[src/rtl/cdc_pkg.sv]
// Shared types for the req/ack clock-domain-crossing handshake blocks.
package cdc_pkg;

    typedef enum logic [1:0] {
        IDLE = 2'd0,
        REQ  = 2'd1,
        REL  = 2'd2
    } cdc_hs_state_t;

endpackage

[src/rtl/cdc_2ff_sync.sv]
// Two-flop synchronizer; each bit is treated as an independent level.
module cdc_2ff_sync #(
    parameter int DATA_WIDTH = 1
) (
    input  logic                  clk,
    input  logic                  rst,
    input  logic [DATA_WIDTH-1:0] d,
    output logic [DATA_WIDTH-1:0] q
);

    logic [DATA_WIDTH-1:0] meta;

    always_ff @(posedge clk or posedge rst) begin
        if (rst) begin
            meta <= '0;
            q    <= '0;
        end else begin
            meta <= d;
            q    <= meta;
        end
    end

endmodule

[src/rtl/cdc_hs_src.sv]
// Source side of a 4-phase req/ack word transfer into another clock domain.
module cdc_hs_src
    import cdc_pkg::*;
#(
    parameter int DATA_WIDTH     = 8,
    parameter int TIMEOUT_CYCLES = 1024
) (
    input  logic                  clk,
    input  logic                  rst,
    input  logic                  in_valid,
    output logic                  in_ready,
    input  logic [DATA_WIDTH-1:0] in_data,
    output logic                  req_o,
    output logic [DATA_WIDTH-1:0] data_o,
    input  logic                  ack_i,
    output logic                  done_o,
    output logic                  busy_o,
    output logic                  err_o
);

    localparam int CW = (TIMEOUT_CYCLES > 0) ?
                        $clog2(TIMEOUT_CYCLES + 1) : 1;
    localparam logic [CW-1:0] TMAX  = CW'(TIMEOUT_CYCLES);
    localparam logic [CW-1:0] TLAST = CW'(TIMEOUT_CYCLES - 1);

    cdc_hs_state_t state;
    logic          ack_s;
    logic [CW-1:0] cnt;
    logic          wdog_run;

    cdc_2ff_sync #(
        .DATA_WIDTH(1)
    ) u_ack_sync (
        .clk(clk),
        .rst(rst),
        .d  (ack_i),
        .q  (ack_s)
    );

    assign in_ready = (state == IDLE) && !ack_s;
    assign busy_o   = (state != IDLE);
    assign wdog_run = (TIMEOUT_CYCLES != 0) && (cnt != TMAX);

    always_ff @(posedge clk or posedge rst) begin
        if (rst) begin
            state  <= IDLE;
            req_o  <= 1'b0;
            data_o <= '0;
            done_o <= 1'b0;
            cnt    <= '0;
            err_o  <= 1'b0;
        end else begin
            done_o <= 1'b0;
            case (state)
                IDLE: begin
                    if (in_valid && in_ready) begin
                        data_o <= in_data;
                        req_o  <= 1'b1;
                        cnt    <= '0;
                        state  <= REQ;
                    end
                end
                REQ: begin
                    if (ack_s) begin
                        req_o <= 1'b0;
                        cnt   <= '0;
                        state <= REL;
                    end else if (wdog_run) begin
                        cnt <= cnt + CW'(1);
                        if (cnt == TLAST) err_o <= 1'b1;
                    end
                end
                REL: begin
                    if (!ack_s) begin
                        done_o <= 1'b1;
                        state  <= IDLE;
                    end else if (wdog_run) begin
                        // A stuck ack is flagged but the handshake is kept alive.
                        cnt <= cnt + CW'(1);
                        if (cnt == TLAST) err_o <= 1'b1;
                    end
                end
                default: begin
                    req_o <= 1'b0;
                    state <= IDLE;
                end
            endcase
        end
    end

endmodule

[config.mk]
export PLATFORM = sky130hd
export DESIGN_NAME = cdc_hs_src
export DESIGN_NICKNAME = d
export VERILOG_FILES = /design/src/rtl/cdc_pkg.sv /design/src/rtl/cdc_2ff_sync.sv /design/src/rtl/cdc_hs_src.sv
export SDC_FILE = /design/constraint.sdc
export NUM_CORES = 1
export LEC_CHECK = 0
export BUFFER_PORTS_ARGS = -buffer_cell sky130_fd_sc_hd__buf_2
export CAP_MARGIN = 5
export CORE_ASPECT_RATIO = 0.6
export CORE_UTILIZATION = 30
export DETAILED_ROUTE_END_ITERATION = 8
export GPL_ROUTABILITY_DRIVEN = 1
export PLACE_DENSITY_LB_ADDON = 0.25
export SKIP_CTS_REPAIR_TIMING = 1
export SLEW_MARGIN = 20
export SYNTH_ARGS = -nofsm -noshare
export SYNTH_HDL_FRONTEND = slang
export SYNTH_SLANG_ARGS = --single-unit
[constraint.sdc]
create_clock -name clk -period 6.16 [get_ports clk]
set_clock_uncertainty 0.15 [all_clocks]
set_input_delay 0 -clock clk [delete_from_list [all_inputs] [get_ports clk]]
set_output_delay 0 -clock clk [all_outputs]
set_load 0.02 [all_outputs]
==> summary.txt, run 1 <==
Yosys
  – Yosys reg bits: 26
  – Gate Count Post-Synth: 134
  – Cell area after synthesis: 0.00134 sq mm
  – Warnings from Yosys: 0
  – Post-synthesis sequential area ratio: 48.5%
  – Post-synth cell types: 35
  – Avg Cell Area, Syn: 10.0 sq um
  – Syn_nets: 152

Global routing
  – Total track usage: 13.1%
  – Largest net degree at the start of global routing: 27
  – Global-route wire length before repair: 4530 um
  – Initial antenna violation count: 0
  – GR Overflow Total: 0
  – Vias in the first global route: 892

Status
  – Status: complete, no violations

Layout
  – Area Growth Syn to Fin: 26.3%
  – Util after Layout: 40.5%
  – Most frequent cells in the layout: 26 x dfrtp_1, 24 x buf_2, 13 x o21ai_0
  – Multi-input combinational cell area: 631 sq um
  – Fin area: 0.00170 sq mm
  – FF+latch area: 651 sq um
  – Nets: 188
  – Ant diodes: 0
  – Fillers: 421
  – Layout cells sized above 1: 23.7%
  – Most common cell after layout, fill and taps aside: dfrtp_1

Timing
  – Fmax: 0.428 GHz
  – Post-route minimum period: 2340 ps
  – Final period util: 37.9%
  – Slew Viols, Final: 0
  – RSZ-0062 raised after global routing: false
  – Worst Tran Pin Value: 612 ps
  – Slew HR: 58.8%
  – Fin Setup TNS: 0 ps
  – Final hold violation count: 0
  – # setup viols final: 0

Clock network
  – Max Root-Sink Buffers: 2
  – CTS clk-pin slew, worst paths: 90 ps
  – Total CTS buffers: 3
  – TritonCTS sink count: 26
  – CTS tree: done
  – CTS Root Cell: clkbuf_8
  – CTS H-tree lvls: 1
  – Clock latency on the worst-skew pair: 270 ps

Power and ir drop
  – Static Leak: 0.740 nW
  – VDD IR max: 169 uV
  – Pwr Density: 390 mW/mm^2

Place
  – Port bufs: 24
  – Final HPWL DP: 2150 um
  – Dpl cell area: 0.00151 sq mm
  – RD Place Congestion: 0.824

Routing
  – Routed WL: 2980 um
  – DRT antenna net count: 0
  – Remaining DRCs: 0
  – DR vias/cell: 4.83
  – First drt pass iteration count: 4
  – Wire per inst: 13.0 um
  – Via count: 1105
  – Initial drt markers: 72

Floorplan
  – Initial Util: 32.0%
  – Die ar.: 0.00476 sq mm
  – Chip width: 88.4 um
  – Io pins: 25
  – Die Y: 53.8 um
  – Core ar.: 0.00419 sq mm
  – Cell Rows: 18

Critical path
  – Worst path max stage delay: 520 ps
  – Setup CP Type: reg -> reg
  – Worst Setup End Kind: flip-flop
  – RR Startpoint: state[0]$_DFFE_PP0P_
  – Startpoint types: flip-flop
  – Critical Path AT: 2390 ps
  – Slowest CP cell: or4_1
  – Worst Setup SP: state[0]$_DFFE_PP0P_
  – Crit-path max FO: 14
  – Crit-path cells: inv_1 -> ha_1 -> nor2b_1 -> a211o_1 -> or4_1 -> a21oi_1
  – CP required: 6210 ps

Min path
  – Min-delay worst type: in -> async

Flow run
  – Max-Cap Viols: 0
## cell type report
| class | instances | share of cell area (%) |
|---|---|---|
| timing repair buffer | 35 | 13.6 |
| inverter | 10 | 2.21 |
| multi-input combinational | 94 | 37.2 |
| clock inverter | 1 | 1.77 |
| sequential | 26 | 38.4 |
| tap | 60 | 4.43 |
| clock buffer | 3 | 2.44 |
## worst max-delay path, delay by kind of cell, from the launching register on
family	cells	cell delay, ps
compound gates	2	600
fa+ha+maj	1	290
buf+inv	1	90
flops	1	400
simple gates	2	720
## where the power goes
part           switching [W]  total (W)  internal (W)
Clock              0.0000557   0.000143     0.0000870
Combinational       0.000170   0.000275      0.000105
Sequential         0.0000300   0.000243      0.000213
## synth_stat cells, drive strengths merged
library cell,number,share of area [%]
a2111oi,1,0.65
a211o,1,0.65
a211oi,1,0.93
a21o,1,0.56
a21oi,8,3.0
a22o,1,0.65
a311oi,1,0.65
a41oi,1,0.65
and4,1,0.65
buf,2,1.2
clkbuf,2,0.56
dfrtp,26,48
ha,6,5.6
inv,10,2.8
mux2,8,6.7
nand2,12,3.4
nand2b,1,1.0
nand3,5,1.9
nand4,3,1.4
nor2,5,1.4
nor2b,3,1.4
nor3,4,1.5
nor3b,1,0.56
nor4,4,1.9
o211ai,1,0.56
o21a,1,0.56
o21ai,15,5.6
o22ai,1,0.47
o311ai,1,0.65
o31a,1,0.65
or2,1,0.47
or4,3,1.7
xnor2,2,1.3
## metal layers
metal	routed length, um	track usage (%)	vias up	part of all wire, %
met5	0	0	-	0
met2	1230	17.2	32	41
li1	-	-	558	-
met4	29	4.03	0	0.97
met3	183	3.83	2	6.1
met1	1530	20.2	513	51
## cell families after synthesis
family	count (synthesis)	synth area share (%)
buffers and inverters	14	4.57
flip-flops	26	48.5
AO/OA/AOI/OAI	35	16.2
multiplexers	8	6.71
AND/OR/NAND/NOR	43	17.1
adder cells (fa/ha/maj)	6	5.59
XOR/XNOR	2	1.30
## sequential cells by signal, summed over array words and instances (netlist names)
name / count
u_ack_sync.q: 1
state: 2
err_o: 1
data_o: 8
done_o: 1
u_ack_sync.meta: 1
req_o: 1
cnt: 11
## through the flow
stage / cells / hold slack, ps / worst slack, ps / power, W
2_1_floorplan: 134 / -119 / 4170 / 0.000438
3_3_place_gp: 214 / -37.2 / 3940 / 0.000508
3_5_place_dp: 214 / -34.9 / 3870 / 0.000515
4_1_cts: 218 / -323 / 3840 / 0.000658
5_1_grt: 229 / 203 / 3690 / 0.000710
6_report: 229 / 166 / 3820 / 0.000661
## final timing paths
kind	endpoint	slack, ps	cells past startpoint
setup / recovery	cnt[2]$_DFFE_PP0P_	3820	6
hold / removal	data_o[4]$_DFFE_PP0P_	170	3
setup reg to reg	cnt[2]$_DFFE_PP0P_	3820	6
hold reg to reg	u_ack_sync.q$_DFF_PP0_	210	0
max in group asynchronous	state[0]$_DFFE_PP0P_	5320	3
min in group clk	u_ack_sync.q$_DFF_PP0_	210	0
Note: power is estimated with default switching activity, not from simulation.
==> run 2: changes to the inputs <==
- ABC_AREA: unset -> 1
- clock period: 6.16 -> 2.1 ns (I/O delays scaled with it)
==> run 2 against run 1 <==
Against the previous run: routed wire length grew 2.0%; synthesized cell count grew 24%; setup slack got worse by 3600 ps; area after synthesis up 4.1%; cell area grew 4.0%; sequential cell count is the same; largest power group unchanged; highest routed layer is now met3.
==> summary.txt, run 2 <==
Status
  – Status: complete, no violations

Yosys
  – Post-synthesis sequential area ratio: 46.6%
  – Warnings from Yosys: 0
  – Fraction of registers with async set/reset: 100%
  – Post-synth cell types: 26
  – Syn_nets: 184
  – Yosys reg bits: 26
  – Avg Cell Area, Syn: 8.42 sq um
  – Synth area leaders: dfrtp_1 47%, nand2_1 12%, mux2_2 6.4%, inv_1 5.6%, ha_1 5.4%
  – Primary FF master, synth: dfrtp_1
  – Synth cell count leaders: 45 x nand2_1, 26 x dfrtp_1, 21 x inv_1
  – Gate Count Post-Synth: 166
  – Share of the synthesized area in the top cell type: 46.6%
  – Cell area after synthesis: 0.00140 sq mm
  – Synth area leader: dfrtp_1
  – Post-synth EDFFs: 0
  – Most numerous cell in the Yosys netlist: nand2_1

Floorplan
  – Chip width: 90.1 um
  – Die Y: 54.9 um
  – Die ar.: 0.00494 sq mm
  – Cell Rows: 18
  – Core ar.: 0.00428 sq mm
  – Initial Util: 32.7%
  – Io pins: 25

Routing
  – DR vias/cell: 4.27
  – Routed WL: 3040 um
  – Initial drt markers: 26
  – Met3 wire length: 145 um
  – DRT antenna net count: 0
  – Wl on met1: 1750 um
  – Via count: 1128
  – Wire per inst: 11.5 um
  – Top sig layer: met3
  – Remaining DRCs: 0
  – WL met2: 1140 um
  – First drt pass iteration count: 4

Critical path
  – Crit-path cells: inv_1 -> ha_1 -> inv_1 -> o21ai_1 -> nand2_1 -> inv_1 -> nand2_1 -> o21ai_1
  – R2R setup slack: 260 ps
  – Slowest CP cell: dfrtp_1
  – Startpoint types: flip-flop
  – Critical Path AT: 1900 ps
  – CP required: 2160 ps
  – Setup CP Type: reg -> reg
  – Crit-path max FO: 4
  – Worst path max stage delay: 420 ps
  – Cell mode on critical path: inv_1
  – Worst Setup End Kind: flip-flop

Clock network
  – Clock latency on the worst-skew pair: 270 ps
  – Max Root-Sink Buffers: 2
  – TritonCTS sink count: 26
  – CTS Root Cell: clkbuf_8
  – CTS clk-pin slew, worst paths: 100 ps
  – CTS H-tree lvls: 1
  – CTS tree: done
  – Total CTS buffers: 3

Power and ir drop
  – Sequential power share: 34.8%
  – Clock power share: 20.4%
  – Internal power: 0.00123 W
  – Combinational power share: 44.8%
  – NetSw: 0.000847 W
  – Static Leak: 0.877 nW
  – VDD IR max: 551 uV
  – Switching Share: 40.9%
  – Pwr Density: 1180 mW/mm^2
  – Overall power: 0.00207 W

Global routing
  – Global-route wire length before repair: 4750 um
  – Largest net degree at the start of global routing: 27
  – Vias in the first global route: 1037
  – Total track usage: 12.8%
  – GR Overflow Total: 0
  – Initial antenna violation count: 0

Timing
  – RSZ-0062 raised after global routing: false
  – Fmax: 0.544 GHz
  – Worst Tran Pin Value: 343 ps
  – WHS: 102 ps
  – Slew HR: 77.1%
  – # setup viols final: 0
  – Final hold violation count: 0
  – Final period util: 87.5%
  – Fin Setup TNS: 0 ps
  – Slew Viols, Final: 0
  – Post-route minimum period: 1840 ps

Place
  – Final HPWL DP: 2060 um
  – RD Place Congestion: 0.811
  – Port bufs: 24

Layout
  – Ant diodes: 0
  – Layout cells sized above 1: 23.5%
  – Area Growth Syn to Fin: 26.1%
  – Top reg by flops: cnt
  – Most frequent cells in the layout: 45 x nand2_1, 26 x dfrtp_1, 24 x buf_2
  – Fillers: 446
  – Most common cell after layout, fill and taps aside: nand2_1
  – Nets: 223
  – Util after Layout: 41.2%
  – Top Registers: cnt: 11 flops, data_o: 8 flops, state: 2 flops
  – Largest register FFs: 11

Flow run
  – Max-Cap Viols: 0

Min path
  – Min-delay worst type: in -> reg
run 2: cell count changes after synthesis, moves of 4 or more:
cell     change
a21oi_1      -5
inv_1       +11
nor4_1       -4
nor2_1      +13
o21ai_1      +4
nor3_1       -4
o21ai_0      -9
nand2_1     +33
run 2: power by group through the flow:
stage / sequential, W / combinational [W] / clock [W]
2_1_floorplan: 0.000820 / 0.000584 / 0
3_3_place_gp: 0.000720 / 0.000908 / 0
3_5_place_dp: 0.000719 / 0.000904 / 0
4_1_cts: 0.000715 / 0.000916 / 0.000441
5_1_grt: 0.000736 / 0.00103 / 0.000458
6_report: 0.000721 / 0.000929 / 0.000424
run 2: critical path, delay by kind of cell (launching register included):
kind	cells	cell delay [ps]
simple gates	2	280
flops	1	420
compound gates	2	400
fa+ha+maj	1	190
buf+inv	3	340
run 2: stage by stage:
stage                     cells  worst slack [ps]  cell area, sq um
after global routing        264              92.8              1760
after CTS                   254               268              1660
after global placement      250               300              1590
final                       264               263              1760
after floorplan             166               505              1400
after detailed placement    250               302              1590
run 2: final timing paths:
check                                          start                endpoint  depth (start not counted)
setup / recovery                state[1]$_DFFE_PP0P_      cnt[5]$_DFFE_PP0P_                          8
hold / removal                              in_valid      cnt[1]$_DFFE_PP0P_                          7
setup reg to reg                state[1]$_DFFE_PP0P_      cnt[5]$_DFFE_PP0P_                          8
hold reg to reg            u_ack_sync.meta$_DFF_PP0_  u_ack_sync.q$_DFF_PP0_                          0
max in group asynchronous                        rst     cnt[10]$_DFFE_PP0P_                          4
min in group asynchronous                        rst   data_o[6]$_DFFE_PP0P_                          4
run 2: layer usage:
layer / track usage (%) / vias to the layer above
li1: - / 597
met1: 18.1 / 508
met2: 19.6 / 23
met3: 4.58 / 0
met4: 0.806 / 0
met5: 0 / -
run 2: cell type report:
class                      count  area, sq um  share of cell area (%)
clock buffer                   3         41.3                    2.34
clock inverter                 1         30.0                    1.70
inverter                      23         86.3                    4.90
multi-input combinational    115          644                    36.6
sequential                    26          651                    36.9
tap                           60         75.1                    4.26
timing repair buffer          36          235                    13.3
run 2: cell families after synthesis:
kind of cell    after synthesis  synth area share (%)
compound gates               17                  6.72
xor+xnor                      4                  2.51
fa+ha+maj                     6                  5.37
buf+inv                      25                  7.34
flops                        26                  46.6
mux                           8                  6.45
simple gates                 80                  25.1
==> run 3: changes to the inputs <==
- CTS_BUF_LIST: unset -> sky130_fd_sc_hd__clkbuf_2
- clock period: 2.1 -> 1.67 ns (I/O delays scaled with it)
==> run 3 against run 2 <==
Against the previous run: sequential cell count unchanged; fmax up 12%; utilization up 4.3 points; register-to-register slack worse by 230 ps; die area unchanged; clock power down 4%; sequential share of layout area down 3.4 points; worst hold slack worse by 63 ps; combinational power up 79%; cell area up 10%; clock-buffer cell count unchanged.
==> summary.txt, run 3 (synthesis results as in run 2) <==
Layout
  – Most common cell after layout, fill and taps aside: nand2_1
  – Most frequent cells in the layout: 41 x nand2_1, 24 x dfrtp_1, 23 x buf_2
  – Nets: 234
  – Area Growth Syn to Fin: 39.3%
  – Largest register FFs: 11
  – Layout cells sized above 1: 38.1%
  – Top reg by flops: cnt
  – Layout Cells excl Fill: 275
  – Top Registers: cnt: 11 flops, data_o: 8 flops, state: 2 flops
  – Ant diodes: 0

Critical path
  – Worst Setup End Kind: flip-flop
  – RR Startpoint: state[1]$_DFFE_PP0P_
  – Reg2Reg Depth: 11
  – Setup CP Type: reg -> reg
  – Crit-path max FO: 3
  – Reg2reg end: cnt[1]$_DFFE_PP0P_
  – CP required: 1810 ps
  – CP delay by family, top: buffers and inverters
  – Buf+Inv Stages, Crit Path: 5
  – Slowest CP cell: dfrtp_1
  – Worst path max stage delay: 450 ps
  – R2R setup slack: 30 ps
  – Critical Path AT: 1780 ps
  – Startpoint types: flip-flop
  – Crit-path cells: buf_4 -> ha_2 -> inv_2 -> o21ai_2 -> buf_4 -> nand2_4 -> inv_4 -> nor2_4 -> inv_1 -> nand2_1 -> nor2_1
  – Cell mode on critical path: buf_4

Floorplan
  – Die ar.: 0.00494 sq mm
  – Core ar.: 0.00428 sq mm
  – Die Y: 54.9 um
  – Cell Rows: 18
  – Initial Util: 32.7%
  – Io pins: 25
  – Chip width: 90.1 um

Power and ir drop
  – Static Leak: 0.946 nW
  – Pwr Density: 1530 mW/mm^2
  – Clock power share: 13.7%
  – Switching Share: 41.6%
  – Internal power: 0.00174 W
  – Combinational power share: 55.8%
  – Overall power: 0.00297 W
  – Sequential power share: 30.5%
  – VDD IR max: 957 uV
  – NetSw: 0.00124 W

Global routing
  – Initial antenna violation count: 0
  – Vias in the first global route: 985
  – Total track usage: 12.4%
  – GR Overflow Total: 0
  – Global-route wire length before repair: 4680 um
  – Largest net degree at the start of global routing: 27

Timing
  – Post-route minimum period: 1640 ps
  – Final hold violation count: 0
  – # setup viols final: 0
  – Worst Tran Pin Value: 330 ps
  – Fin Setup TNS: 0 ps
  – Slew HR: 78.0%
  – RSZ-0062 raised after global routing: true
  – Final period util: 98.1%
  – Fmax: 0.611 GHz
  – Worst Setup Slack, final: 32.3 ps
  – Slew Viols, Final: 0

Clock network
  – CTS H-tree lvls: 1
  – Total CTS buffers: 3
  – Clock latency on the worst-skew pair: 370 ps
  – Max Root-Sink Buffers: 2
  – TritonCTS sink count: 26
  – CTS Root Cell: clkbuf_2
  – CTS clk-pin slew, worst paths: 260 ps
  – CTS tree: done

Routing
  – Top sig layer: met3
  – Routed WL: 3120 um
  – Wire per inst: 11.3 um
  – Met3 wire length: 185 um
  – Remaining DRCs: 0
  – Via count: 1185
  – DRT antenna net count: 0
  – WL met2: 1240 um
  – First drt pass iteration count: 4
  – Initial drt markers: 61
  – Wl on met1: 1690 um
  – DR vias/cell: 4.31

Status
  – Status: complete, no violations

Place
  – Final HPWL DP: 2170 um
  – Port bufs: 24
  – Pre-CTS WS: 39.9 ps
  – RD Place Congestion: 0.895
  – Placed instance count: 256

Flow run
  – Max-Cap Viols: 0

Min path
  – Min-delay worst type: in -> async
-- run 3: per-stage QoR --
stage	hold slack [ps]	util (%)	cell area [sq um]
CTS	-526	39.3	1680
finish	39.0	45.5	1950
global route	38.1	45.5	1950
detailed placement	-70.9	38.2	1640
floorplan	-119	-	1400
global placement	-73.1	38.2	1640
-- run 3: how the worst max path moves through the flow --
stage / cells past startpoint / from / slack [ps] / end
after floorplan: 5 / state[0]$_DFFE_PP0P_ / 70 / data_o[0]$_DFFE_PP0P_
after global placement: 9 / state[1]$_DFFE_PP0P_ / -30 / state[1]$_DFFE_PP0P_
after detailed placement: 8 / state[0]$_DFFE_PP0P_ / 40 / cnt[5]$_DFFE_PP0P_
after CTS: 6 / state[0]$_DFFE_PP0P_ / -30 / in_ready
after global routing: 11 / state[1]$_DFFE_PP0P_ / -40 / cnt[1]$_DFFE_PP0P_
final: 11 / state[1]$_DFFE_PP0P_ / 30 / cnt[1]$_DFFE_PP0P_
-- run 3: layer usage --
layer	global-route usage, %	vias to the layer above
li1	-	618
met5	0	-
met1	18.3	537
met4	0	0
met2	17.4	30
met3	5.42	0
-- run 3: layout make-up --
class,instances,area [sq um]
fill,425,2330
multi-input combinational,115,738
sequential,26,653
timing repair buffer,47,342
inverter,23,93.8
tap,60,75.1
clock inverter,1,30.0
clock buffer,3,15.0
-- run 3: tightest hold or removal path, cell delays in order --
cell           delay, ps
dlygate4sd3_1        540
buf_2                120
inv_1                 40
buf_4                310
-- run 3: power groups by stage --
stage | Clock, W | Combinational (W) | Sequential, W
final | 0.000407 | 0.00166 | 0.000907
after global routing | 0.000444 | 0.00180 | 0.000936
after CTS | 0.000420 | 0.00127 | 0.000887
after detailed placement | 0 | 0.00127 | 0.000897
after global placement | 0 | 0.00128 | 0.000896
after floorplan | 0 | 0.000734 | 0.00103
